===== src/rtl/pattern_params.sv =====
// Shared width constants and FSM state encoding for the CLCT drift/busy stage.
package pattern_params;

   localparam int MXPATB     = 7;   // pattern word: hits [6:4], pattern id [3:0]
   localparam int MXKEYBX    = 8;   // extended key: {group[2:0], key-in-group}
   localparam int MXBNDB     = 5;   // bend
   localparam int MXQLTB     = 6;   // quality
   localparam int MXPATC     = 12;  // carry
   localparam int MXSUBKEYBX = 10;  // 1/8-strip key

   typedef enum logic [1:0] {
      S_IDLE  = 2'd0,
      S_DRIFT = 2'd1,
      S_HOLD  = 2'd2
   } clct_state_t;

endpackage


===== src/rtl/busy_group_mask.sv =====
// Decodes a key group into a 3-wide busy mask (g-1, g, g+1), clipped to groups 0..6.
module busy_group_mask (
   input  logic [2:0] grp,
   output logic [6:0] mask
);

   logic [2:0] g;
   logic [6:0] center;

   // Clip group 7 onto group 6 and spread the one-hot centre to its neighbours
   always_comb begin
      g      = (grp > 3'd6) ? 3'd6 : grp;
      center = 7'd1 << g;
      // Shifting left past bit 6 drops naturally, which clips the top edge
      mask   = center | (center << 1) | (center >> 1);
   end

endmodule


===== src/rtl/clct_drift_busy.sv =====
// CLCT drift/busy stage: holds the best qualified pattern open for drift_dly bx,
// emits it as a one-cycle strobe, then asserts per-group busy for busy_width bx.
module clct_drift_busy #(
   parameter int MXPATB     = pattern_params::MXPATB,
   parameter int MXKEYBX    = pattern_params::MXKEYBX,
   parameter int MXBNDB     = pattern_params::MXBNDB,
   parameter int MXQLTB     = pattern_params::MXQLTB,
   parameter int MXPATC     = pattern_params::MXPATC,
   parameter int MXSUBKEYBX = pattern_params::MXSUBKEYBX
) (
   input  logic                  clock,
   input  logic                  global_reset,
   input  logic [MXPATB-1:0]     best_pat,
   input  logic [MXKEYBX-1:0]    best_key,
   input  logic [MXBNDB-1:0]     best_bend,
   input  logic [MXPATC-1:0]     best_carry,
   input  logic [MXSUBKEYBX-1:0] best_subkey,
   input  logic [MXQLTB-1:0]     best_qlt,
   input  logic                  best_bsy,
   input  logic [2:0]            hit_thresh,
   input  logic [3:0]            pid_thresh,
   input  logic [2:0]            drift_dly,
   input  logic [3:0]            busy_width,
   output logic                  clct_vld,
   output logic [MXPATB-1:0]     clct_pat,
   output logic [MXKEYBX-1:0]    clct_key,
   output logic [MXBNDB-1:0]     clct_bend,
   output logic [MXPATC-1:0]     clct_carry,
   output logic [MXSUBKEYBX-1:0] clct_subkey,
   output logic [MXQLTB-1:0]     clct_qlt,
   output logic [6:0]            bsy_out,
   output logic [7:0]            lost_cnt
);
   import pattern_params::*;

   // Input stage
   logic [MXPATB-1:0]     r_pat;
   logic [MXKEYBX-1:0]    r_key;
   logic [MXBNDB-1:0]     r_bend;
   logic [MXPATC-1:0]     r_carry;
   logic [MXSUBKEYBX-1:0] r_subkey;
   logic [MXQLTB-1:0]     r_qlt;
   logic                  r_bsy;

   // Candidate held open during drift
   logic [MXPATB-1:0]     c_pat;
   logic [MXKEYBX-1:0]    c_key;
   logic [MXBNDB-1:0]     c_bend;
   logic [MXPATC-1:0]     c_carry;
   logic [MXSUBKEYBX-1:0] c_subkey;
   logic [MXQLTB-1:0]     c_qlt;

   // Candidate after this cycle's comparison
   logic [MXPATB-1:0]     nxt_pat;
   logic [MXKEYBX-1:0]    nxt_key;
   logic [MXBNDB-1:0]     nxt_bend;
   logic [MXPATC-1:0]     nxt_carry;
   logic [MXSUBKEYBX-1:0] nxt_subkey;
   logic [MXQLTB-1:0]     nxt_qlt;
   logic [6:0]            nxt_mask;

   clct_state_t state;
   logic [2:0]  drift_cnt;
   logic [3:0]  hold_cnt;
   logic        hit_ok;
   logic        better;
   logic        take;
   logic        emit;

   // Register every sorter output so qualification sees a stable word
   // NOTE: sequential state uses non-blocking (<=) so all flops update together at the edge.
   always_ff @(posedge clock) begin
      if (global_reset) begin
         r_pat    <= '0;
         r_key    <= '0;
         r_bend   <= '0;
         r_carry  <= '0;
         r_subkey <= '0;
         r_qlt    <= '0;
         r_bsy    <= 1'b0;
      end else begin
         r_pat    <= best_pat;
         r_key    <= best_key;
         r_bend   <= best_bend;
         r_carry  <= best_carry;
         r_subkey <= best_subkey;
         r_qlt    <= best_qlt;
         r_bsy    <= best_bsy;
      end
   end

   // Qualification and candidate selection; ties on rank keep the older candidate
   always_comb begin
      // NOTE: every combinational output gets a default first so no latch is inferred.
      nxt_pat    = c_pat;
      nxt_key    = c_key;
      nxt_bend   = c_bend;
      nxt_carry  = c_carry;
      nxt_subkey = c_subkey;
      nxt_qlt    = c_qlt;

      hit_ok = !r_bsy && (r_pat[6:4] >= hit_thresh) && (r_pat[3:0] >= pid_thresh)
               && (r_key[7:5] != 3'd7);
      better = r_pat[6:1] > c_pat[6:1];
      take   = hit_ok && ((state == S_IDLE) || ((state == S_DRIFT) && better));

      // A lowered drift_dly mid-window ends the window rather than wrapping the counter
      emit   = ((state == S_IDLE) && hit_ok && (drift_dly == 3'd0))
               || ((state == S_DRIFT) && (drift_cnt >= drift_dly));

      if (take) begin
         nxt_pat    = r_pat;
         nxt_key    = r_key;
         nxt_bend   = r_bend;
         nxt_carry  = r_carry;
         nxt_subkey = r_subkey;
         nxt_qlt    = r_qlt;
      end
   end

   busy_group_mask u_mask (
      .grp  (nxt_key[7:5]),
      .mask (nxt_mask)
   );

   // Drift/hold FSM with registered CLCT, busy mask and lost-hit counter
   always_ff @(posedge clock) begin
      if (global_reset) begin
         state       <= S_IDLE;
         drift_cnt   <= '0;
         hold_cnt    <= '0;
         c_pat       <= '0;
         c_key       <= '0;
         c_bend      <= '0;
         c_carry     <= '0;
         c_subkey    <= '0;
         c_qlt       <= '0;
         clct_vld    <= 1'b0;
         clct_pat    <= '0;
         clct_key    <= '0;
         clct_bend   <= '0;
         clct_carry  <= '0;
         clct_subkey <= '0;
         clct_qlt    <= '0;
         bsy_out     <= '0;
         lost_cnt    <= '0;
      end else begin
         clct_vld <= 1'b0;
         c_pat    <= nxt_pat;
         c_key    <= nxt_key;
         c_bend   <= nxt_bend;
         c_carry  <= nxt_carry;
         c_subkey <= nxt_subkey;
         c_qlt    <= nxt_qlt;

         case (state)
            S_IDLE: begin
               if (hit_ok && (drift_dly != 3'd0)) begin
                  state     <= S_DRIFT;
                  drift_cnt <= 3'd1;
               end
            end
            S_DRIFT: begin
               if (!emit) drift_cnt <= drift_cnt + 3'd1;
            end
            S_HOLD: begin
               // Hits during busy, including the exit cycle, are dropped and counted
               if (hit_ok && (lost_cnt != 8'hFF)) lost_cnt <= lost_cnt + 8'd1;
               if (hold_cnt <= 4'd1) begin
                  state   <= S_IDLE;
                  bsy_out <= '0;
               end else begin
                  hold_cnt <= hold_cnt - 4'd1;
               end
            end
            default: state <= S_IDLE;
         endcase

         if (emit) begin
            state       <= S_HOLD;
            hold_cnt    <= busy_width;
            clct_vld    <= 1'b1;
            clct_pat    <= nxt_pat;
            clct_key    <= nxt_key;
            clct_bend   <= nxt_bend;
            clct_carry  <= nxt_carry;
            clct_subkey <= nxt_subkey;
            clct_qlt    <= nxt_qlt;
            bsy_out     <= nxt_mask;
         end
      end
   end

endmodule

===== config.mk =====
export PLATFORM = sky130hd
export DESIGN_NAME = clct_drift_busy
export DESIGN_NICKNAME = d
export VERILOG_FILES = /design/src/rtl/pattern_params.sv /design/src/rtl/busy_group_mask.sv /design/src/rtl/clct_drift_busy.sv
export SDC_FILE = /design/constraint.sdc
export NUM_CORES = 1
export LEC_CHECK = 0
export CORE_MARGIN = 8
export CORE_UTILIZATION = 50
export CTS_BUF_LIST = sky130_fd_sc_hd__clkbuf_8
export DETAILED_ROUTE_END_ITERATION = 8
export DONT_BUFFER_PORTS = 1
export PLACE_DENSITY = 0.71
export SETUP_SLACK_MARGIN = 0.4
export SLEW_MARGIN = 20
export SYNTH_ARGS = -nofsm -noshare
export SYNTH_HDL_FRONTEND = slang
export SYNTH_SLANG_ARGS = --single-unit

===== constraint.sdc =====
create_clock -name clock -period 2.27 [get_ports clock]
set_clock_uncertainty 0.2 [all_clocks]
set_input_delay 0.454 -clock clock [delete_from_list [all_inputs] [get_ports clock]]
set_output_delay 0.454 -clock clock [all_outputs]
set_load 0.02 [all_outputs]

==> results.cfg <==
[grt]
overflow = 0
grt_pass1_wl_um = 24800
track_usage_pct = 19.4
grt_max_degree = 122
antenna_found_initial = 0
grt_pass1_vias = 4784

[routing]
avgRoutedWirePerCell_um = 20.1
num_vias = 4604
wl_um = 17200
viasPerCell = 5.38
drt_iter0_drc = 255
drc = 0
ant_nets = 0
dr.pass1.iters = 4

[clocking]
cts_hold_buf = 49
cts_root_buf = clkbuf_8
path_clk_slew_ns = 0.09
numCtsBuffers = 17
ctsLongestPathBuffers = 2
htreeDepth = 4
insertion_delay_ns = 0.46
cts_tree = built
numClockSinks = 170

[yosys]
synth.avg_cell_area_um2 = 10.9
synth_cells = 572
yosysUniqueCellTypes = 55
synthArstFlopShare_pct = 0
syn_nets = 657
ys.flop_type = dfxtp_1
netlist_top_cells_area = dfxtp_1, mux2i_1, o2bb2ai_1
seq_area_frac_synth_pct = 54.3
synth_top_cell_by_area = dfxtp_1
ys_seq_elements = 170
yosysTopAreaCellShare_pct = 54.3
synth_edf_count = 0
ys_warn_count = 0
ys_top_cells_by_count = dfxtp_1, nor2_1, nor2b_1
synth_most_common_cell = dfxtp_1
netlist_area_mm2 = 0.00626

[setup_path]
startpoint_type = flip-flop
worstPathArrival_ns = 2.63
worst-setup-path-type = reg2reg
end_kind = flip-flop
worstPathMaxFanout = 8
cp_data_required_time_ns = 2.44

[status]
violations = negative hold slack, negative setup slack
status = finished, violations left

[timing]
finalHoldViolations = 69
slew_headroom_pct = 64.5
fin_crit_sh_pct = 109
setup_violations = 104
fmax_ghz = 0.406
whs_ns = -0.139
period_minus_slack_ns = 2.46
worst_slew_pin_slew_ns = 0.531
rsz0062_at_grt = true
drv_slew = 0
finalWorstSetupSlack_ns = -0.195

[cells_and_area]
final_layout_size_suffix_gt1_share_pct = 36.1
final_nets = 756
diodes = 0
syn_to_final_growth_pct = 45.3
fillers = 800

[floorplan]
fp.dieW_um = 128
coreArea_mm2 = 0.0124
io-pin-count = 129
rows = 41
dieArea_mm2 = 0.0164
die-height_um = 128
start_util_pct = 50.4

[pwr]
leakagePower_nw = 3.40
power_density_mw_per_mm2 = 650
totalPowerFinal_w = 0.00591
ir_drop_mv = 0.480

[place]
io_buffers = 0
place_congestion = 0.766
dp_hpwl_um = 9020

[hold_path]
hp-class = in2reg

[run]
cap_violations = 0
==> layout make-up <==
cell class / instances / area (um^2) / share of cell area (%)
Tap cell: 172 / 215 / 2.37
Multi-Input combinational cell: 345 / 3580 / 39.3
Inverter: 23 / 104 / 1.14
Sequential cell: 170 / 3420 / 37.6
Timing Repair Buffer: 114 / 1390 / 15.3
Clock inverter: 13 / 129 / 1.42
Clock buffer: 19 / 262 / 2.87
==> critical path: stages, from the launching register on <==
cell       delay (ns)
dfxtp_2          0.36
buf_4            0.14
inv_1            0.04
ha_1             0.26
nor2b_1          0.05
o21ai_2          0.16
nand3_2          0.12
or2_4            0.31
buf_12           0.16
buf_16           0.16
mux2i_4          0.19
o2bb2ai_1        0.20
==> stage by stage <==
stage / area (um^2) / std cells / setup slack (ns) / utilization (%) / TNS (ns)
after floorplan: 6450 / 572 / -0.0696 / - / -0.484
after detailed placement: 6800 / 742 / -0.152 / 54.8 / -10.25
after CTS: 8340 / 840 / -0.0774 / 67.2 / -3.01
after global routing: 9100 / 856 / -0.286 / 73.3 / -17.12
final: 9100 / 856 / -0.195 / 73.3 / -9.14
after global placement: 6800 / 742 / -0.101 / 54.8 / -5.30
==> kinds of logic (layout without fill, tap and decap cells) <==
kind of cell	count (synthesis)	count (layout)	synth area share (%)
compound gates	97	97	12.9
mux	54	54	8.67
flops	170	170	54.3
buf+inv	58	169	5.09
simple gates	165	166	13.9
fa+ha+maj	20	20	4.00
xor+xnor	8	8	1.12
==> per-layer routing <==
metal	vias up	GRT usage (%)	part of all wire [%]	wire (um)
met4	0	8.25	1.7	295
met5	-	0	0	0
met2	114	33.8	52	8980
met1	2271	20.6	40	6840
met3	27	7.11	6.1	1050
li1	2192	-	-	-
==> worst paths after layout <==
path	start	cells past startpoint	to	slack (ns)
hold / removal	global_reset	1	c_carry[5]$_SDFF_PP0_	-0.14
hold reg to reg	drift_cnt[1]$_SDFFE_PP0P_	2	drift_cnt[1]$_SDFFE_PP0P_	0.29
setup reg to reg	r_pat[4]$_SDFF_PP0_	11	clct_bend[4]$_SDFFE_PP0P_	-0.19
setup / recovery	r_pat[4]$_SDFF_PP0_	11	clct_bend[4]$_SDFFE_PP0P_	-0.19
==> flip-flops by register name, summed over array words and instances, names as in the netlist, 2 cells and up <==
register	flops
c_carry	12
state	2
lost_cnt	8
r_qlt	6
r_bend	5
hold_cnt	4
clct_carry	12
c_pat	7
clct_bend	5
c_subkey	10
r_carry	12
clct_qlt	6
clct_pat	7
drift_cnt	3
r_pat	7
c_key	8
c_bend	5
r_subkey	10
clct_key	8
bsy_out	7
c_qlt	6
r_key	8
clct_subkey	10
==> power breakdown <==
group / internal (W) / switching, W
clock network: 0.00102 / 0.00109
logic: 0.000394 / 0.000281
registers: 0.00305 / 0.0000659
==> repair_timing <==
action / 4_1_cts / 5_1_grt
setup buffers: 10 / 11
pin swaps: 46 / 28
endpoints found under the hold margin: 119 / 70
resized for setup: 89 / 89
gates cloned: 7 / 5
endpoints found under the setup margin: 121 / 121
==> cells in the final DEF (no fill, tap or decap), types with 16 or more instances in the layout <==
master	instances
clkbuf_8	19
inv_1	16
o2bb2ai_2	17
buf_4	30
o2bb2ai_1	31
nor2b_1	54
mux2i_4	35
dlygate4sd3_1	49
nor2_1	57
dfxtp_1	160
No activity file was read; power rests on OpenSTA's default activity.
